==> src/rtl/spi_dev_pkg.sv <==
// Shared types and constants for the SPI device protocol stage.
package spi_dev_pkg;

    typedef enum logic [1:0] {
        ST_IDLE = 2'd0,
        ST_CMD  = 2'd1,
        ST_DATA = 2'd2
    } spi_dev_state_e;

    localparam logic [7:0] MISO_IDLE_BYTE      = 8'h00;
    localparam logic [7:0] MISO_UNDERFLOW_BYTE = 8'hFF;

    function automatic logic [7:0] status_byte(input logic underflow,
                                               input logic non_empty,
                                               input logic irq);
        return {5'b0, underflow, non_empty, irq};
    endfunction

endpackage

==> src/rtl/spi_dev_resp_fifo.sv <==
// Response byte FIFO: push/pop/flush, registered full/empty, and a registered
// head byte (rd_data) that always shows the oldest entry.
module spi_dev_resp_fifo #(
    parameter int DEPTH = 16
) (
    input  logic       clk,
    input  logic       rst_n,
    input  logic [7:0] wr_data,
    input  logic       push,
    input  logic       pop,
    input  logic       flush,
    output logic [7:0] rd_data,
    output logic       full,
    output logic       empty
);

    localparam int AW = (DEPTH > 1) ? $clog2(DEPTH) : 1;
    localparam logic [AW-1:0] PTR_ONE  = 1;
    localparam logic [AW:0]   CNT_ONE  = 1;
    localparam logic [AW:0]   FULL_CNT = (AW+1)'(DEPTH);

    logic [7:0]    mem [DEPTH];
    logic [AW-1:0] wr_ptr, rd_ptr, rd_ptr_nxt;
    logic [AW:0]   count, count_nxt;
    logic          push_ok, pop_ok;

    assign push_ok = push & ~full & ~flush;
    assign pop_ok  = pop & ~empty & ~flush;

    always_comb begin
        rd_ptr_nxt = pop_ok ? rd_ptr + PTR_ONE : rd_ptr;
        count_nxt  = count;
        case ({push_ok, pop_ok})
            2'b10:   count_nxt = count + CNT_ONE;
            2'b01:   count_nxt = count - CNT_ONE;
            default: count_nxt = count;
        endcase
    end

    always_ff @(posedge clk) begin
        if (push_ok) mem[wr_ptr] <= wr_data;
    end

    always_ff @(posedge clk or negedge rst_n) begin
        if (!rst_n) begin
            wr_ptr  <= '0;
            rd_ptr  <= '0;
            count   <= '0;
            full    <= 1'b0;
            empty   <= 1'b1;
            rd_data <= 8'h00;
        end else if (flush) begin
            wr_ptr  <= '0;
            rd_ptr  <= '0;
            count   <= '0;
            full    <= 1'b0;
            empty   <= 1'b1;
            rd_data <= 8'h00;
        end else begin
            if (push_ok) wr_ptr <= wr_ptr + PTR_ONE;
            rd_ptr <= rd_ptr_nxt;
            count  <= count_nxt;
            full   <= (count_nxt == FULL_CNT);
            empty  <= (count_nxt == '0);
            // Bypass covers a push landing in the slot that becomes the new head.
            rd_data <= (push_ok && (wr_ptr == rd_ptr_nxt)) ? wr_data : mem[rd_ptr_nxt];
        end
    end

endmodule

==> src/rtl/spi_dev_proto.sv <==
// Byte-level SPI device protocol: frames MOSI bytes into commands, sources MISO
// from a response FIFO. Define SPI_DEV_PROTO_STATUS_EN for a live status byte.
module spi_dev_proto
    import spi_dev_pkg::*;
#(
    parameter int RESP_DEPTH = 16,
    parameter int CNT_W      = 8
) (
    input  logic             clk,
    input  logic             rst_n,
    input  logic [7:0]       usr_mosi_data,
    input  logic             usr_mosi_stb,
    output logic [7:0]       usr_miso_data,
    input  logic             usr_miso_ack,
    input  logic             csn_state,
    input  logic             csn_rise,
    input  logic             csn_fall,
    output logic [7:0]       cmd_code,
    output logic             cmd_start,
    output logic [7:0]       cmd_data,
    output logic             cmd_stb,
    output logic [CNT_W-1:0] cmd_cnt,
    output logic             cmd_end,
    input  logic [7:0]       resp_data,
    input  logic             resp_valid,
    output logic             resp_ready,
    input  logic             irq,
    output logic             underflow,
    output logic [1:0]       fsm_state
);

    localparam logic [CNT_W-1:0] CMD_CNT_ONE = 1;

    spi_dev_state_e state;
    logic           fifo_full, fifo_empty;
    logic [7:0]     fifo_head;
    logic [7:0]     idle_byte;
    logic           in_data, frame_ends, end_pend;

    spi_dev_resp_fifo #(.DEPTH(RESP_DEPTH)) u_resp_fifo (
        .clk     (clk),
        .rst_n   (rst_n),
        .wr_data (resp_data),
        .push    (resp_valid),
        .pop     (usr_miso_ack),
        .flush   (csn_rise),
        .rd_data (fifo_head),
        .full    (fifo_full),
        .empty   (fifo_empty)
    );

    assign resp_ready = ~fifo_full;
    assign fsm_state  = state;

`ifdef SPI_DEV_PROTO_STATUS_EN
    assign idle_byte = status_byte(underflow, ~fifo_empty, irq);
`else
    logic irq_unused;
    assign irq_unused = irq;
    assign idle_byte  = MISO_IDLE_BYTE;
`endif

    // A byte arriving in CMD moves us into DATA, so an edge in that same cycle closes a frame.
    assign in_data    = (state == ST_DATA) || ((state == ST_CMD) && usr_mosi_stb);
    assign frame_ends = (csn_rise || csn_fall) && in_data;

    always_ff @(posedge clk or negedge rst_n) begin
        if (!rst_n) begin
            state     <= ST_IDLE;
            cmd_code  <= 8'h00;
            cmd_data  <= 8'h00;
            cmd_cnt   <= '0;
            cmd_start <= 1'b0;
            cmd_stb   <= 1'b0;
            cmd_end   <= 1'b0;
            end_pend  <= 1'b0;
        end else begin
            cmd_start <= 1'b0;
            cmd_stb   <= 1'b0;
            cmd_end   <= end_pend;
            end_pend  <= 1'b0;
            case (state)
                ST_IDLE: begin
                    if (csn_fall) state <= ST_CMD;
                end
                ST_CMD, ST_DATA: begin
                    if (usr_mosi_stb) begin
                        if (state == ST_CMD) begin
                            cmd_code  <= usr_mosi_data;
                            cmd_start <= 1'b1;
                            cmd_cnt   <= '0;
                        end else begin
                            cmd_data <= usr_mosi_data;
                            cmd_stb  <= 1'b1;
                            if (cmd_cnt != '1) cmd_cnt <= cmd_cnt + CMD_CNT_ONE;
                        end
                        state <= ST_DATA;
                    end
                    // Keep cmd_end off the cycle that carries the final byte's pulse.
                    if (frame_ends) begin
                        if (usr_mosi_stb) end_pend <= 1'b1;
                        else              cmd_end  <= 1'b1;
                    end
                    if (csn_fall)      state <= ST_CMD;
                    else if (csn_rise) state <= ST_IDLE;
                end
                default: state <= ST_IDLE;
            endcase
        end
    end

    always_ff @(posedge clk or negedge rst_n) begin
        if (!rst_n) begin
            usr_miso_data <= MISO_IDLE_BYTE;
            underflow     <= 1'b0;
        end else begin
            if (csn_fall) underflow <= 1'b0;
            if (usr_miso_ack) begin
                if (fifo_empty) begin
                    usr_miso_data <= MISO_UNDERFLOW_BYTE;
                    underflow     <= 1'b1;
                end else begin
                    usr_miso_data <= fifo_head;
                end
            end else if (csn_state) begin
                usr_miso_data <= idle_byte;
            end
        end
    end

endmodule

==> config.mk <==
export PLATFORM = sky130hd
export DESIGN_NAME = spi_dev_proto
export DESIGN_NICKNAME = d
export VERILOG_FILES = /design/src/rtl/spi_dev_pkg.sv /design/src/rtl/spi_dev_resp_fifo.sv /design/src/rtl/spi_dev_proto.sv
export SDC_FILE = /design/constraint.sdc
export NUM_CORES = 1
export LEC_CHECK = 0
export CAP_MARGIN = 10
export CORE_MARGIN = 4
export CORE_UTILIZATION = 59
export CTS_CLUSTER_DIAMETER = 80
export DETAILED_ROUTE_END_ITERATION = 8
export PLACE_DENSITY = 0.8
export RECOVER_POWER = 25
export SLEW_MARGIN = 20
export SYNTH_ARGS = -nofsm -noshare
export SYNTH_HDL_FRONTEND = slang
export SYNTH_SLANG_ARGS = --single-unit
export TNS_END_PERCENT = 100
==> constraint.sdc <==
create_clock -name clk -period 3.23 [get_ports clk]
set_input_delay 0.323 -clock clk [delete_from_list [all_inputs] [get_ports clk]]
set_output_delay 0.323 -clock clk [all_outputs]
set_load 0.01 [all_outputs]
==> flow_summary.toml <==
[cells_and_area]
diodes = 0
multi_input_area_um2 = 3786
final_cell_mix = "edfxtp_1, mux2i_1, nand2_1, dfrtp_1, clkdlybuf4s50_1"
syn2layout_area_growth_pct = 16.00
finalNetCount = 827
seq_area_um2 = 5400
final_common_cell = "edfxtp_1"
fillCellCount = 1065
drive_above_1_share_pct = 11.49

[timing]
fin_crit_ns = 2.795
fin_skew_ns = 0.01218
max_slew.worst_pin.slew_ns = 1.176
hold-worst-slack_ns = 0.4412
drv_slew = 0
tns_ns = 0
post-route-period-util_pct = 86.53
grt_setup_unrepaired = "false"
finalSetupViolations = 0
hold_violations = 0
fmax_mhz = 357.8
max-slew-margin-rel_pct = 21.62

[yosys]
synthCells = 717
synth_seq_cells = 190
synth_edf_count = 128
synth-main-ff-cell = "edfxtp_1"
ys_warn_count = 0
synth_cell_type_count = 54
syn_avg_cell_area_um2 = 13.24
seq_area_frac_synth_pct = 56.85
synthArstFlopShare_pct = 32.63
syn-num-nets = 755
netlist_area_um2 = 9492

[clock_tree]
cts_tree = "yes"
cts-buffers-inserted = 17
cts_resized = 0
cts_max_level = 4
cts.clk_slew.worst_paths_ns = 0.07
ctsLongestPathBuffers = 2
clk_latency_ns = 0.44
cts.sinks = 190
root_buffer = "clkbuf_16"

[critical_path]
end_kind = "flip-flop"
r2r_end = "u_resp_fifo.empty"
crit_required_ns = 3.58
cp_data_arrival_time_ns = 3.15
critPathKind = "flip-flop to flip-flop"
path_cells = "or3b_1 > inv_8 > ha_1 > xor2_1 > ha_1 > a21oi_1 > xor2_1 > nor2_1 > xnor2_1 > o211ai_1 > o21ai_0"
crit_fanout = 14
r2r-start = "u_resp_fifo.empty"
slowest_stage = "dfstp_2"
max_stage_delay_ns = 0.73
cp-start-kind = "flip-flop"
reg2regPathDepth = 11
rrSetupSlack_ns = 0.44

[worst_hold_path]
hold_path_class = "flip-flop to flip-flop"
worstHoldStart = "end_pend"
worstHoldPathCells = 1
hold_end = "cmd_end"

[route]
route.detailed.drc = 0
dr.max_layer_used = "met4"
num_vias = 6185
dr.pass1.iters = 5
dr_wl_met3_mm = 1.298
wl_per_cell_um = 20.85
wirelength_met1_mm = 8.691
wl_met2_mm = 10.70
antenna_left = 0
wl_mm = 21.21
via_per_inst = 6.082
drt_iter0_drc = 501

[floorplan]
dieArea_um2 = 18180
row_count = 46
initial_utilization_pct = 59.97
core_area_um2 = 15830
ios = 64
die_y_um = 134.8
fp.dieW_um = 134.8

[global_route]
overflow = 0
grt_pass1_wl_mm = 33.45
track_usage_pct = 24.14
antenna_found_initial = 0
grt_max_degree = 50
grt_pass1_vias = 6177

[run]
cap_violations = 0

[placed_design]
place_congestion = 0.9855
dp_hpwl_mm = 13.73
io_buffers = 62

[power_and_ir_drop]
leakage_uw = 0.003853
power_density_nw_per_um2 = 589.4
ir_drop_uv = 411.2

[status]
status = "complete, no violations"
critical path, delay by kind of cell, from the launching register on:
family                     cells  cell delay [ns]
buffers and inverters          1             0.11
DFF                            1             0.73
xor gates and xnor gates       3             0.55
and+or+nand+nor                2             0.36
AOI/OAI and AO/OA              3             0.50
adders and majority gates      2             0.46
layer usage:
layer / global-route usage [%] / vias to the layer above
met5: 0 / -
met2: 39.99 / 234
met3: 4.322 / 37
met1: 32.29 / 3086
li1: - / 2828
met4: 8.824 / 0
repair_timing:
item                       CTS  global route
hold endpoints to repair     0            46
hold buffers                 0             1
buffers inserted             0             0
setup endpoints to repair    0             0
through the flow:
stage	util (%)	total power, µW	instances	instance area [µm²]	worst slack, ns
global placement	65.80	4350	985	10420	0.2804
finish	69.57	6490	1017	11010	0.4350
floorplan	-	3780	717	9492	0.3597
CTS	69.53	6509	1016	11000	0.4636
global route	69.57	6750	1017	11010	0.2522
detailed placement	65.80	4425	985	10420	0.1915
report_power, final:
group,total (µW),internal [µW],switching [µW]
sequential,2970,2810,161
combinational,1420,696,728
clock,2090,1160,936
total,6490,4660,1830
kinds of logic (layout without fill, tap and decap cells):
family / after synthesis / after routing / share of synthesized area (%)
compound gates: 92 / 92 / 6.407
xor+xnor: 24 / 24 / 2.360
fa+ha+maj: 13 / 13 / 1.714
buf+inv: 61 / 145 / 3.388
flops: 190 / 190 / 56.85
mux: 147 / 147 / 19.25
simple gates: 190 / 190 / 10.03
cell type report:
| class | count | area share (%) |
|---|---|---|
| Clock buffer | 18 | 3.898 |
| Tap cell | 216 | 2.455 |
| Inverter | 16 | 0.6136 |
| Multi-Input combinational cell | 466 | 34.39 |
| Timing Repair Buffer | 98 | 8.148 |
| Clock inverter | 13 | 1.455 |
| Sequential cell | 190 | 49.05 |
synth_stat cells, types with 4 or more instances:
cell | instances | area, µm²
mux2i_1 | 115 | 1151
a22oi_1 | 8 | 60.06
a31oi_1 | 9 | 56.30
nand4_1 | 11 | 68.82
o21ai_0 | 34 | 170.2
xor2_1 | 12 | 105.1
nand3_1 | 7 | 35.03
nand2_1 | 66 | 247.7
ha_1 | 13 | 162.7
mux4_1 | 12 | 315.3
clkbuf_1 | 15 | 56.30
and3_1 | 4 | 25.02
a21oi_1 | 7 | 35.03
inv_1 | 14 | 52.55
dfrtp_1 | 61 | 1526
nor2_1 | 45 | 168.9
nor2b_1 | 12 | 75.07
a211oi_1 | 8 | 60.06
nor4bb_1 | 10 | 100.1
buf_2 | 20 | 100.1
mux4_2 | 12 | 270.3
mux2_2 | 8 | 90.09
xnor2_1 | 11 | 96.34
nand3b_1 | 10 | 75.07
nand2b_1 | 9 | 56.30
nor3_1 | 9 | 45.04
o22a_1 | 8 | 70.07
edfxtp_1 | 128 | 3844
state kept, by name (all words and copies together) (netlist names):
signal,count
u_resp_fifo.mem,128
cmd_cnt,8
cmd_code,8
cmd_data,8
u_resp_fifo.rd_data,8
usr_miso_data,8
u_resp_fifo.count,5
u_resp_fifo.rd_ptr,4
u_resp_fifo.wr_ptr,4
fsm_state,2
cmd_end,1
cmd_start,1
cmd_stb,1
end_pend,1
u_resp_fifo.empty,1
u_resp_fifo.full,1
underflow,1
worst max path at each step:
stage	startpoint	end	slack, ns	depth (start not counted)
after global placement	csn_rise	u_resp_fifo.full	0.28	14
final	u_resp_fifo.empty	u_resp_fifo.empty	0.44	11
after CTS	u_resp_fifo.empty	u_resp_fifo.empty	0.46	11
after detailed placement	csn_rise	u_resp_fifo.empty	0.19	14
after floorplan	csn_rise	u_resp_fifo.full	0.36	16
after global routing	u_resp_fifo.empty	u_resp_fifo.empty	0.25	11
Note: power is estimated with default switching activity, not from simulation.
